## src/rtl/freq_seg_scan.sv

```systemverilog
// freq_seg_scan: resynchronise six BCD digits, debounce into a shadow, and scan a 6-digit common-anode display
module freq_seg_scan #(
  parameter int SCAN_DIV = 100000,
  parameter int BLANK_CYC = 1000,
  parameter int STABLE_CYC = 16,
  parameter int DP_POS = 6
) (
  input  logic       clk100,
  input  logic       rst,
  input  logic [3:0] fre_num_u,
  input  logic [3:0] fre_num_d,
  input  logic [3:0] fre_num_h,
  input  logic [3:0] fre_num_t,
  input  logic [3:0] fre_num_m,
  input  logic [3:0] fre_num_l,
  output logic [7:0] seg,
  output logic [5:0] an,
  output logic       disp_updated
);
  localparam int CW = $clog2(SCAN_DIV);
  localparam int SW = $clog2(STABLE_CYC);
  logic [23:0] sync1, sync2, smp, shadow, rest;
  logic [SW-1:0] stab_cnt;
  logic [CW-1:0] cnt;
  logic [2:0] idx;
  logic [7:0] pat, dig;
  logic blank, load, lit;
  // rest holds the current digit in its low nibble and every higher digit above it
  always_comb begin
    rest = shadow >> {idx, 2'b00};
    blank = idx != 3'd0 && rest == 24'd0;
    load = sync2 == smp && stab_cnt == SW'(STABLE_CYC - 2);
    lit = cnt >= CW'(BLANK_CYC) && !blank;
    case (rest[3:0])
      4'd0: pat = 8'hC0;
      4'd1: pat = 8'hF9;
      4'd2: pat = 8'hA4;
      4'd3: pat = 8'hB0;
      4'd4: pat = 8'h99;
      4'd5: pat = 8'h92;
      4'd6: pat = 8'h82;
      4'd7: pat = 8'hF8;
      4'd8: pat = 8'h80;
      4'd9: pat = 8'h90;
      default: pat = 8'hBF;
    endcase
    dig = idx == 3'(DP_POS) ? pat & 8'h7F : pat;
  end
  always_ff @(posedge clk100) begin
    if (rst) begin
      sync1 <= '0;
      sync2 <= '0;
      smp <= '0;
      shadow <= '0;
      stab_cnt <= '0;
      disp_updated <= 1'b0;
      cnt <= '0;
      idx <= '0;
      seg <= 8'hFF;
      an <= 6'h3F;
    end else begin
      // packed in digit-index order: units in the lowest nibble, lac in the highest
      sync1 <= {fre_num_l, fre_num_m, fre_num_t, fre_num_h, fre_num_d, fre_num_u};
      sync2 <= sync1;
      smp <= sync2;
      stab_cnt <= sync2 != smp ? '0 : stab_cnt == SW'(STABLE_CYC - 1) ? stab_cnt : stab_cnt + 1'b1;
      if (load) shadow <= sync2;
      disp_updated <= load && sync2 != shadow;
      cnt <= cnt == CW'(SCAN_DIV - 1) ? '0 : cnt + 1'b1;
      if (cnt == CW'(SCAN_DIV - 1)) idx <= idx == 3'd5 ? 3'd0 : idx + 3'd1;
      seg <= lit ? dig : 8'hFF;
      an <= lit ? ~(6'd1 << idx) : 6'h3F;
    end
  end
endmodule

```

## config.mk

```make
export PLATFORM = sky130hd
export DESIGN_NAME = freq_seg_scan
export DESIGN_NICKNAME = d
export VERILOG_FILES = /design/src/rtl/freq_seg_scan.sv
export SDC_FILE = /design/constraint.sdc
export NUM_CORES = 1
export LEC_CHECK = 0
export ABC_AREA = 1
export CAP_MARGIN = 20
export CORE_ASPECT_RATIO = 0.8
export CORE_MARGIN = 10
export CORE_UTILIZATION = 25
export DETAILED_ROUTE_END_ITERATION = 8
export PLACE_DENSITY = 0.42
export SLEW_MARGIN = 25
export SYNTH_ARGS = -nofsm -noshare
export SYNTH_HDL_FRONTEND = slang
export SYNTH_SLANG_ARGS = --single-unit
```

## constraint.sdc

```tcl
create_clock -name clk100 -period 2.95 [get_ports clk100]
set_clock_uncertainty 0.2 [all_clocks]
set_input_delay 0.885 -clock clk100 [delete_from_list [all_inputs] [get_ports clk100]]
set_output_delay 0.885 -clock clk100 [all_outputs]
set_load 0.02 [all_outputs]
```

Yosys cells after proc, flatten, opt, wreduce, memory -nomap -nowiden
Memories as Yosys holds them, arrays and structs flattened.
Cells that the tools add are included.
{"block": "word_totals", "regBits": 135, "latch_bits": 0, "mem_bits_rw": 0, "romBits": 112, "wordCells": 39, "mem_count": 1}
{"block": "classes", "n_addsub": 3, "n_mul": 0, "div": 0, "magnitude_cmp": 1, "eq_ne": 8, "shifts": 2, "n_mux": 2, "bitwise_logic": 2, "reduce_logical": 10}
{"name": "(no name shown)", "depth": 16, "width": 7, "read_ports": 1, "rd_clocked_by_memory_dff": 0, "wr": 0, "line": "34", "rtl": "case (rest[3:0])"}
{"op": "$ne A24 B24 Y1", "count": 2}
{"op": "$eq A24 B24 Y1", "count": 1}
{"op": "$logic_not A24 Y1", "count": 1}
{"op": "$shr A24 B5 Y24", "count": 1}
{"op": "$add A17 B1 Y17 const B", "count": 1}
{"op": "$eq A17 B17 Y1 const B", "count": 1}
{"op": "$ge A17 B10 Y1 const B", "count": 1}
{"op": "$eq A4 B4 Y1 const B", "count": 2}
{"op": "$mux W8", "count": 1}
{"op": "$eq A3 B3 Y1 const B", "count": 2}
{"op": "$not A6 Y6", "count": 1}
{"op": "$reduce_or A2 Y1", "count": 3}
{"op": "$shl A1 B3 Y6 const A", "count": 1}
{"op": "$add A4 B1 Y4 const B", "count": 1}
{"op": "$logic_and A1 B1 Y1", "count": 4}
{"op": "$add A3 B1 Y3 const B", "count": 1}
{"op": "$mux W3", "count": 1}
{"op": "$reduce_bool A3 Y1", "count": 1}
{"op": "$logic_not A1 Y1", "count": 1}
{"op": "$not A1 Y1", "count": 1}

Logic depth before layout (Yosys ltp)
{"block": "depth", "ltp_word": 7, "mapped_depth": 15, "ltp_nobuf": 14}

Least setup slack after synthesis
OpenSTA, ideal clock, no wires.
{"block": "synth_path", "path_type": "register to register", "from": "register idx[2]", "to": "register seg[3]", "arrival_ns": 1.748, "required_ns": 2.630, "setup_slack_ns": 0.882, "stages_incl_launch_ff": 12, "path_buffers": 0, "synth_period_minus_slack_ns": 2.068, "cell_sequence": "dfxtp_1 -> inv_2 -> nor2_1 -> inv_2 -> or2_1 -> nand2_1 -> inv_1 -> ha_1 -> a21boi_0 -> nor2_1 -> nor2_1 -> nand3_2"}
{"block": "synth_via", "elab_chain_len": 7}
{"item": "start: declaration", "line": "25", "rtl": "logic [2:0] idx;"}
{"item": "start signal: assignment", "line": "70", "rtl": "if (cnt == CW'(SCAN_DIV - 1)) idx <= idx == 3'd5 ? 3'd0 : idx + 3'd1;"}
{"item": "$shr A24 B5 Y24", "line": "30", "rtl": "rest = shadow >> {idx, 2'b00};"}
{"item": "$logic_not A24 Y1", "line": "31", "rtl": "blank = idx != 3'd0 && rest == 24'd0;"}
{"item": "$logic_and A1 B1 Y1", "line": "31"}
{"item": "$logic_not A1 Y1", "line": "33", "rtl": "lit = cnt >= CW'(BLANK_CYC) && !blank;"}
{"item": "$logic_and A1 B1 Y1", "line": "33"}
{"item": "$not A1 Y1 (no source line)"}
{"item": "$reduce_or A2 Y1 (no source line)"}
{"item": "end signal: assignment", "line": "71", "rtl": "seg <= lit ? dig : 8'hFF;"}
{"item": "end: declaration", "line": "16", "rtl": "output logic [7:0] seg,"}
Parallel ways exist; a longest one is shown, timed or not.
A chain may end at the register's enable or synchronous reset.

Worst setup path after layout
Same ends and word-level chain as after synthesis.

==> metrics <==
Synthesized Nets=890; Routed Antenna Nets=0; Worst Path Arrival=2.53 ns; Startpoint Class=register; post-synthesis register bit count=135; Leak=3.30 nW; Clk Tree Root Cell=clkbuf_16; vias in the first global route=4527; P&R area growth vs syn=22.0%; clk_lat worst skew=0.42 ns; site row count=50; Tcrit/Tclk final=82.7%; sw power=1.03 mW; # H-tree levels=4; Total Wirelength=13.5 mm; Final nets=931; Worst Path Required=3.04 ns; cell area after synthesis=5950 sq um; Die X=193 um; Finished Layout Cells=1221; P_int=3.17 mW; Synth Flop Type=dfxtp_1; core area=23400 sq um; Avg WL per Cell=11.1 um; initial core utilization=25.4%; Synthesis Warnings=0; CTS clk-pin slew, worst paths=0.07 ns; routed vias/inst=3.86; worst reg2reg startpoint=idx[2]; Post-Syn Instances=855; sequential share of power=45.3%; Area contributors post-synth=dfxtp_1 45%, nand2_1 13%, nor2_1 12%, inv_1 8.9%, nand3_1 3.5%; combinational share of power=3.9%; Slew headroom=66.1%; worst slew pin tran=0.508 ns; largest net degree at the start of global routing=74; half-perimeter wire length after placement=9.88 mm; min cycle time layout=2.44 ns; min-delay src=sync1[2]; library cells used by synthesis=35; antenna violations before repair=0; worst hold-check path type=reg2reg; CTS Sinks=135; Worst Path Max Fanout=11; Final Slew Violations=0; Tot GR Track Use=9.42%; FMAX=0.410 GHz; sequential area share after synthesis=45.4%; Max-Cap Viols=0; Final Hold Vio Count=0; CTS Buf Count=17; crit path capture type=register; CTS hold repair buffers=0; first-pass GRT wire length=22.9 mm; CTS resizes=0; status=complete, no violations; # DRC=0; Post-synth EDFFs=0; power per cell area=578 nW/um^2; DIE AREA=30400 sq um; RSZ-0062 raised after global routing=no; Commonest cells post-synth=199 x nand2_1, 186 x nor2_1, 141 x inv_1; share of layout cells above drive strength 1=7.48%; die span in y=158 um; Inserted Diodes=0; largest area contributor in the netlist=dfxtp_1; Clock power frac=50.8%; syn_area_per_cell=6.96 sq um; 1st-iter DRT viols=244; io pins=41; ys async rst share=0%; Placer Congestion=0.788; Yosys top cell area share=45.4%; switching share of power=24.5%; global route total overflow=0; I/O Buffers=40; most numerous cell in the Yosys netlist=nand2_1; fill count=2609; Setup crit start=idx[2]; DP Cell Count=1189; CTS tree=done; TritonRoute pass-1 iters=4; CP Class=reg2reg; maximum clock insertion buffer count=2; VDD IR max=0.000291 V; total chip power=4.19 mW; vias post-DR=4711; setup bufs post-CTS=0; Setup TNS=0 ns; setup violators final=0
cells in the final DEF, fill, tap and decap left out, types with 2 or more instances in the layout:
| master | n |
|---|---|
| ha_1 | 9 |
| nor4_1 | 3 |
| inv_8 | 4 |
| clkinvlp_4 | 2 |
| clkinv_4 | 2 |
| nand4_1 | 7 |
| o21ai_1 | 4 |
| o21ai_0 | 9 |
| inv_6 | 4 |
| inv_1 | 141 |
| clkdlybuf4s50_1 | 39 |
| nor2_2 | 4 |
| xnor2_1 | 24 |
| nand3_1 | 42 |
| nand3_2 | 9 |
| nor2_1 | 186 |
| or2_1 | 2 |
| inv_2 | 8 |
| xor2_1 | 7 |
| nand2_1 | 199 |
| a21oi_1 | 16 |
| dfxtp_1 | 135 |
| buf_4 | 5 |
| nor3b_1 | 4 |
| clkbuf_16 | 17 |
| nor3_1 | 8 |
| a21oi_2 | 3 |
kinds of logic (layout without fill, tap and decap cells):
logic type               count (synthesis)  count (layout)  synth area share (%)
AND/OR/NAND/NOR                        472             472                  33.2
XOR/XNOR                                31              31                  4.56
buffers and inverters                  173             227                  11.6
AO/OA/AOI/OAI                           34              34                  3.11
flip-flops                             135             135                  45.4
adder cells (fa/ha/maj)                  9               9                  1.89
multiplexers                             1               1                 0.168
worst max-delay path: stages, from the launching register on:
cell and delay (ns):
dfxtp_1 0.45, inv_2 0.15, nor2_1 0.21, inv_2 0.06
or2_1 0.23, nand2_1 0.14, inv_1 0.08, ha_1 0.27
a21boi_0 0.25, nor2_1 0.08, nor2_1 0.12, nand3_2 0.07
through the flow:
step | cell area [sq um] | util, % | hold WS (ns) | setup WS, ns
2_1_floorplan | 5950 | - | 0.188 | 0.882
6_report | 7260 | 31.0 | 0.196 | 0.511
3_3_place_gp | 6660 | 28.5 | 0.193 | 0.581
3_5_place_dp | 6660 | 28.5 | 0.193 | 0.497
5_1_grt | 7260 | 31.0 | 0.215 | 0.193
4_1_cts | 7260 | 31.0 | 0.198 | 0.486
per-layer routing:
| layer | GRT usage (%) | part of all wire [%] | up-vias |
|---|---|---|---|
| met3 | 2.86 | 3.6 | 5 |
| met1 | 13.5 | 56 | 2020 |
| li1 | - | - | 2631 |
| met4 | 2.87 | 0.55 | 0 |
| met2 | 13.0 | 39 | 55 |
| met5 | 0 | 0 | - |
area by class of cell:
type / count / area, sq um / area share, %
clock buffers: 18 / 439 / 6.05
flip-flops and latches: 135 / 2700 / 37.2
inverters: 149 / 559 / 7.70
multi-input cells: 547 / 2560 / 35.2
repair buffers: 46 / 453 / 6.24
well taps: 312 / 390 / 5.38
clock inverters: 14 / 159 / 2.19
power groups by stage:
stage / combinational [mW] / clock [mW] / sequential [mW]
after global placement: 0.170 / 0 / 1.94
after CTS: 0.171 / 2.21 / 1.90
after floorplan: 0.106 / 0 / 1.93
after global routing: 0.195 / 2.28 / 1.90
after detailed placement: 0.170 / 0 / 1.94
final: 0.165 / 2.13 / 1.90
state kept, by name (all words and copies together), names as in the netlist:
register / cells
smp: 24
shadow: 24
an: 6
sync1: 24
sync2: 24
disp_updated: 1
cnt: 17
idx: 3
stab_cnt: 4
seg: 8
worst paths after layout:
check / endpoint / slack [ns] / cells after the start
min: sync2[2] / 0.20 / 2
min reg2reg: sync2[2] / 0.20 / 2
max reg2reg: seg[3] / 0.51 / 11
max: seg[3] / 0.51 / 11
No activity file was read; power rests on OpenSTA's default activity.
==> RTL edit 1: new RTL, config.mk and constraints unchanged <==
Reset style: asynchronous (`rst`), changed in one clocked block.
--- a/src/rtl/freq_seg_scan.sv
+++ b/src/rtl/freq_seg_scan.sv
@@ -48,3 +48,3 @@
   end
-  always_ff @(posedge clk100) begin
+  always_ff @(posedge clk100 or posedge rst) begin
     if (rst) begin
Formal check against the unedited RTL: no difference found for any inputs over 10 cycles, from zero or initial values and one cycle with rst high; that may be too few to reach the edited logic, so the function may still have changed.
==> RTL edit 1 against the original RTL <==
- worst setup slack worse by 220 ps
- maximum frequency fell by 8.2%
- highest routed layer unchanged
- cell count fell by 19%
- synthesized area is 0.76% lower
- power increased by 3.9%
- critical path depth decreased by 10
- wire length shrank 5.8%
- design area up 0.55%
- sequential cell count unchanged
- clock power increased by 8%
==> RTL edit 1: results (changes against the original RTL) <==
[placement]
hpwl_um=9190  ; was 9880 µm
place_area_mm2=0.00666  ; about the same

[grt]
grt_use_met1=0.121  ; was 0.135
use_met2=0.132  ; was 0.130
grt_use_met3=0.0285  ; was 0.0286
grt_pass1_vias=4295  ; was 4527
grt_usage=0.0900  ; was 0.0942

[run_status]
status=completed  ; unchanged

[critical_path]
slowest_delay_ps=620  ; was 450 ps
critPathSlowestCell=clkdlybuf4s50_1  ; was dfxtp_1
worstPathMaxFanout=1  ; was 11

[synthesis]
synth.net_count=658  ; was 890
synth_area_leaders=dfrtp_1 51%, nand2_1 9.1%, dfstp_2 6.2%, xnor2_1 5.8%, nor2_1 4.2%  ; was dfxtp_1 45%, nand2_1 13%, nor2_1 12%, inv_1 8.9%, nand3_1 3.5%
async_reset_ff_frac=1.00  ; was 0
ys_seq_area_frac=0.575  ; was 0.454
yosys-top-cells-count=144 x nand2_1, 121 x dfrtp_1, 66 x nor2_1, 62 x inv_1, 42 x nand3_1  ; was 199 x nand2_1, 186 x nor2_1, 141 x inv_1, 135 x dfxtp_1, 42 x nand3_1

[route]
vias=4145  ; was 4711
route.met3.wl_um=580  ; was 485 µm
m1WireLength_um=6470  ; was 7640 µm
drt-initial-drc-count=193  ; was 244

[power]
vdd_drop_max_v=0.000306  ; was 0.000291 V
p_comb_uw=128  ; was 165 µW
powerClk_uw=2290  ; was 2130 µW
power.leakage_uw=0.00332  ; was 0.00330 µW
pwr-share-clk=0.525  ; was 0.508

[sta]
slew_headroom=0.632  ; was 0.661

[cells_and_area]
drive_gt1_frac=0.114  ; was 0.0748
final_nets=706  ; was 931

## RTL edit 1: cell count changes in the layout (fill, tap and decap cells not counted), moves of 4 or more
cell	delta
dfstp_2	+14
nor2_1	-120
inv_8	-4
nand2_1	-55
dfxtp_1	-135
xnor2_1	+15
nand4_1	+24
dfrtp_1	+121
nor3b_1	-4
inv_1	-80
nand3_2	-6
nand2_2	+4
inv_2	-6
## RTL edit 1: worst paths after layout
kind,startpoint,to,slack [ps],cells past startpoint
setup / recovery,an[1],an[1],290,1
hold / removal,sync1[12],sync2[12],150,0
setup reg to reg,idx[2],an[4],430,14
hold reg to reg,sync1[12],sync2[12],150,0
max in group asynchronous,rst,an[5],1400,3
min in group asynchronous,rst,stab_cnt[2],730,3
## RTL edit 1: through the flow
| stage | utilization | setup WS (ps) | instances |
|---|---|---|---|
| 3_5_place_dp | 0.285 | 400 | 963 |
| 3_3_place_gp | 0.285 | 550 | 963 |
| 5_1_grt | 0.313 | 140 | 995 |
| 4_1_cts | 0.313 | 259 | 995 |
| 6_report | 0.313 | 292 | 995 |
| 2_1_floorplan | - | 197 | 622 |
## RTL edit 1: logic make-up after synthesis
group | after synthesis | synth area share
adder cells (fa/ha/maj) | 10 | 0.0212
XOR/XNOR | 47 | 0.0697
flip-flops | 135 | 0.575
AND/OR/NAND/NOR | 315 | 0.240
buffers and inverters | 82 | 0.0608
AO/OA/AOI/OAI | 33 | 0.0337
## RTL edit 1: final cells by class
cell class / count / area (µm²) / area share
Sequential cell: 135 / 3400 / 0.465
Multi-Input combinational cell: 405 / 2150 / 0.295
Clock buffer: 21 / 470 / 0.0644
Timing Repair Buffer: 46 / 470 / 0.0644
Tap cell: 312 / 390 / 0.0535
Inverter: 65 / 250 / 0.0343
Clock inverter: 11 / 170 / 0.0233
==> RTL edit 2: new RTL, same flow settings <==
Made on the original files. Set the parameter `DP_POS` to 5 (it was 6).
--- a/src/rtl/freq_seg_scan.sv
+++ b/src/rtl/freq_seg_scan.sv
@@ -5,3 +5,3 @@
   parameter int STABLE_CYC = 16,
-  parameter int DP_POS = 6
+  parameter int DP_POS = 5
 ) (
Check against the original RTL: same outputs for any inputs over 10 cycles, from zero or initial values and one cycle with rst high; that may be too few to reach the edited logic, so the function may still have changed.
==> RTL edit 2 against the original RTL <==
- cell count down 3.1%
- synthesized cell count down 3.6%
- sequential cell count down 1
- worst setup slack worse by 24 ps
- design area down 2.5%
- wire length down 4.0%
- power about the same
- synthesized area down 2.2%
==> RTL edit 2: results (changes against the original RTL) <==
[critical_path]
path_delay_family=buffers and inverters  ; was simple AND/OR/NAND/NOR gates
worstPathMaxFanout=1  ; was 11
r2r_start=idx[1]  ; was idx[2]
cp.arrival_ps=1380  ; was 2530 ps
critPathSlowestCell=clkdlybuf4s50_1  ; was dfxtp_1
rrSetupSlack_ps=650  ; was 510 ps
worstReg2RegEnd=an[4]  ; was seg[3]
slowest_delay_ps=630  ; was 450 ps

[grt]
use_met2=0.122  ; was 0.130
grt_max_degree=73  ; was 74
grt_use_met1=0.128  ; was 0.135
grt_usage=0.0905  ; was 0.0942
grt_pass1_wl_um=21600  ; was 22900 µm
grt_pass1_vias=4327  ; was 4527
grt_use_met3=0.0291  ; was 0.0286

[cells_and_area]
multiInputGateArea_mm2=0.00244  ; was 0.00256 mm²
multi_input_comb_cells=521  ; was 547
drive_gt1_frac=0.0696  ; was 0.0748
fill_cells=2554  ; was 2609
final-clk-cell-share=0.0839  ; was 0.0824
buffers=46  ; unchanged
final_nets=899  ; was 931
inverters=144  ; was 149
seq_share=0.379  ; was 0.372
buf_share=0.0622  ; was 0.0624
area_delta_synth_final_pct=21.6  ; was 22.0%

[placement]
place_congestion=0.798  ; was 0.788
io_buffers=40  ; unchanged
place_area_mm2=0.00649  ; was 0.00666 mm²
hpwl_um=9400  ; was 9880 µm

[synthesis]
synth.net_count=859  ; was 890
synth_area_leaders=dfxtp_1 46%, nor2_1 11%, nand2_1 11%, inv_1 8.9%, nand3_1 4.0%  ; was dfxtp_1 45%, nand2_1 13%, nor2_1 12%, inv_1 8.9%, nand3_1 3.5%
synth_area_mm2=0.00582  ; was 0.00595 mm²
yosys-top-cells-count=177 x nor2_1, 172 x nand2_1, 138 x inv_1, 134 x dfxtp_1, 46 x nand3_1  ; was 199 x nand2_1, 186 x nor2_1, 141 x inv_1, 135 x dfxtp_1, 42 x nand3_1
ys_seq_area_frac=0.461  ; was 0.454
synth_cell_types=34  ; was 35

[route]
wl_met2_um=4950  ; was 5330 µm
wl_per_cell_um=11.0  ; was 11.1 µm
m1WireLength_um=7380  ; was 7640 µm
vias=4640  ; was 4711
drt-initial-drc-count=220  ; was 244

[run_status]
status=completed  ; unchanged

[power]
seqPwrFrac=0.449  ; was 0.453
p_int_uw=3200  ; was 3170 µW
vdd_drop_max_v=0.000297  ; was 0.000291 V
pwr-share-clk=0.511  ; was 0.508
power.leakage_uw=0.00324  ; was 0.00330 µW

[cts]
cts.sink_count=134  ; was 135

[hold_path]
holdPathEnd=sync2[16]  ; was sync2[2]
min_from=sync1[16]  ; was sync1[2]

[sta]
slew_headroom=0.475  ; was 0.661

[RTL edit 2: logic make-up (layout without fill, tap and decap cells)]
family / count (synthesis) / after routing / share of synthesized area
buffers and inverters: 169 / 222 / 0.120
and+or+nand+nor: 436 / 436 / 0.309
AOI/OAI and AO/OA: 43 / 43 / 0.0408
adders and majority gates: 9 / 9 / 0.0193
xor gates and xnor gates: 33 / 33 / 0.0496
DFF: 134 / 134 / 0.461
[RTL edit 2: per-stage QoR]
stage                     instances  worst slack [ps]  hold WS, ps
after global routing           1183               432          221
after floorplan                 824               901          188
after detailed placement       1151               656          192
after CTS                      1183               437          201
final                          1183               487          199
after global placement         1151               734          193
[RTL edit 2: worst max path at each step]
stage / start / to / slack (ps) / cells after the start
global route: idx[1] / an[4] / 430 / 11
floorplan: idx[0] / seg[3] / 900 / 13
CTS: an[1] / an[1] / 440 / 1
finish: an[0] / an[0] / 490 / 1
global placement: idx[2] / seg[3] / 730 / 10
detailed placement: idx[1] / an[4] / 660 / 11
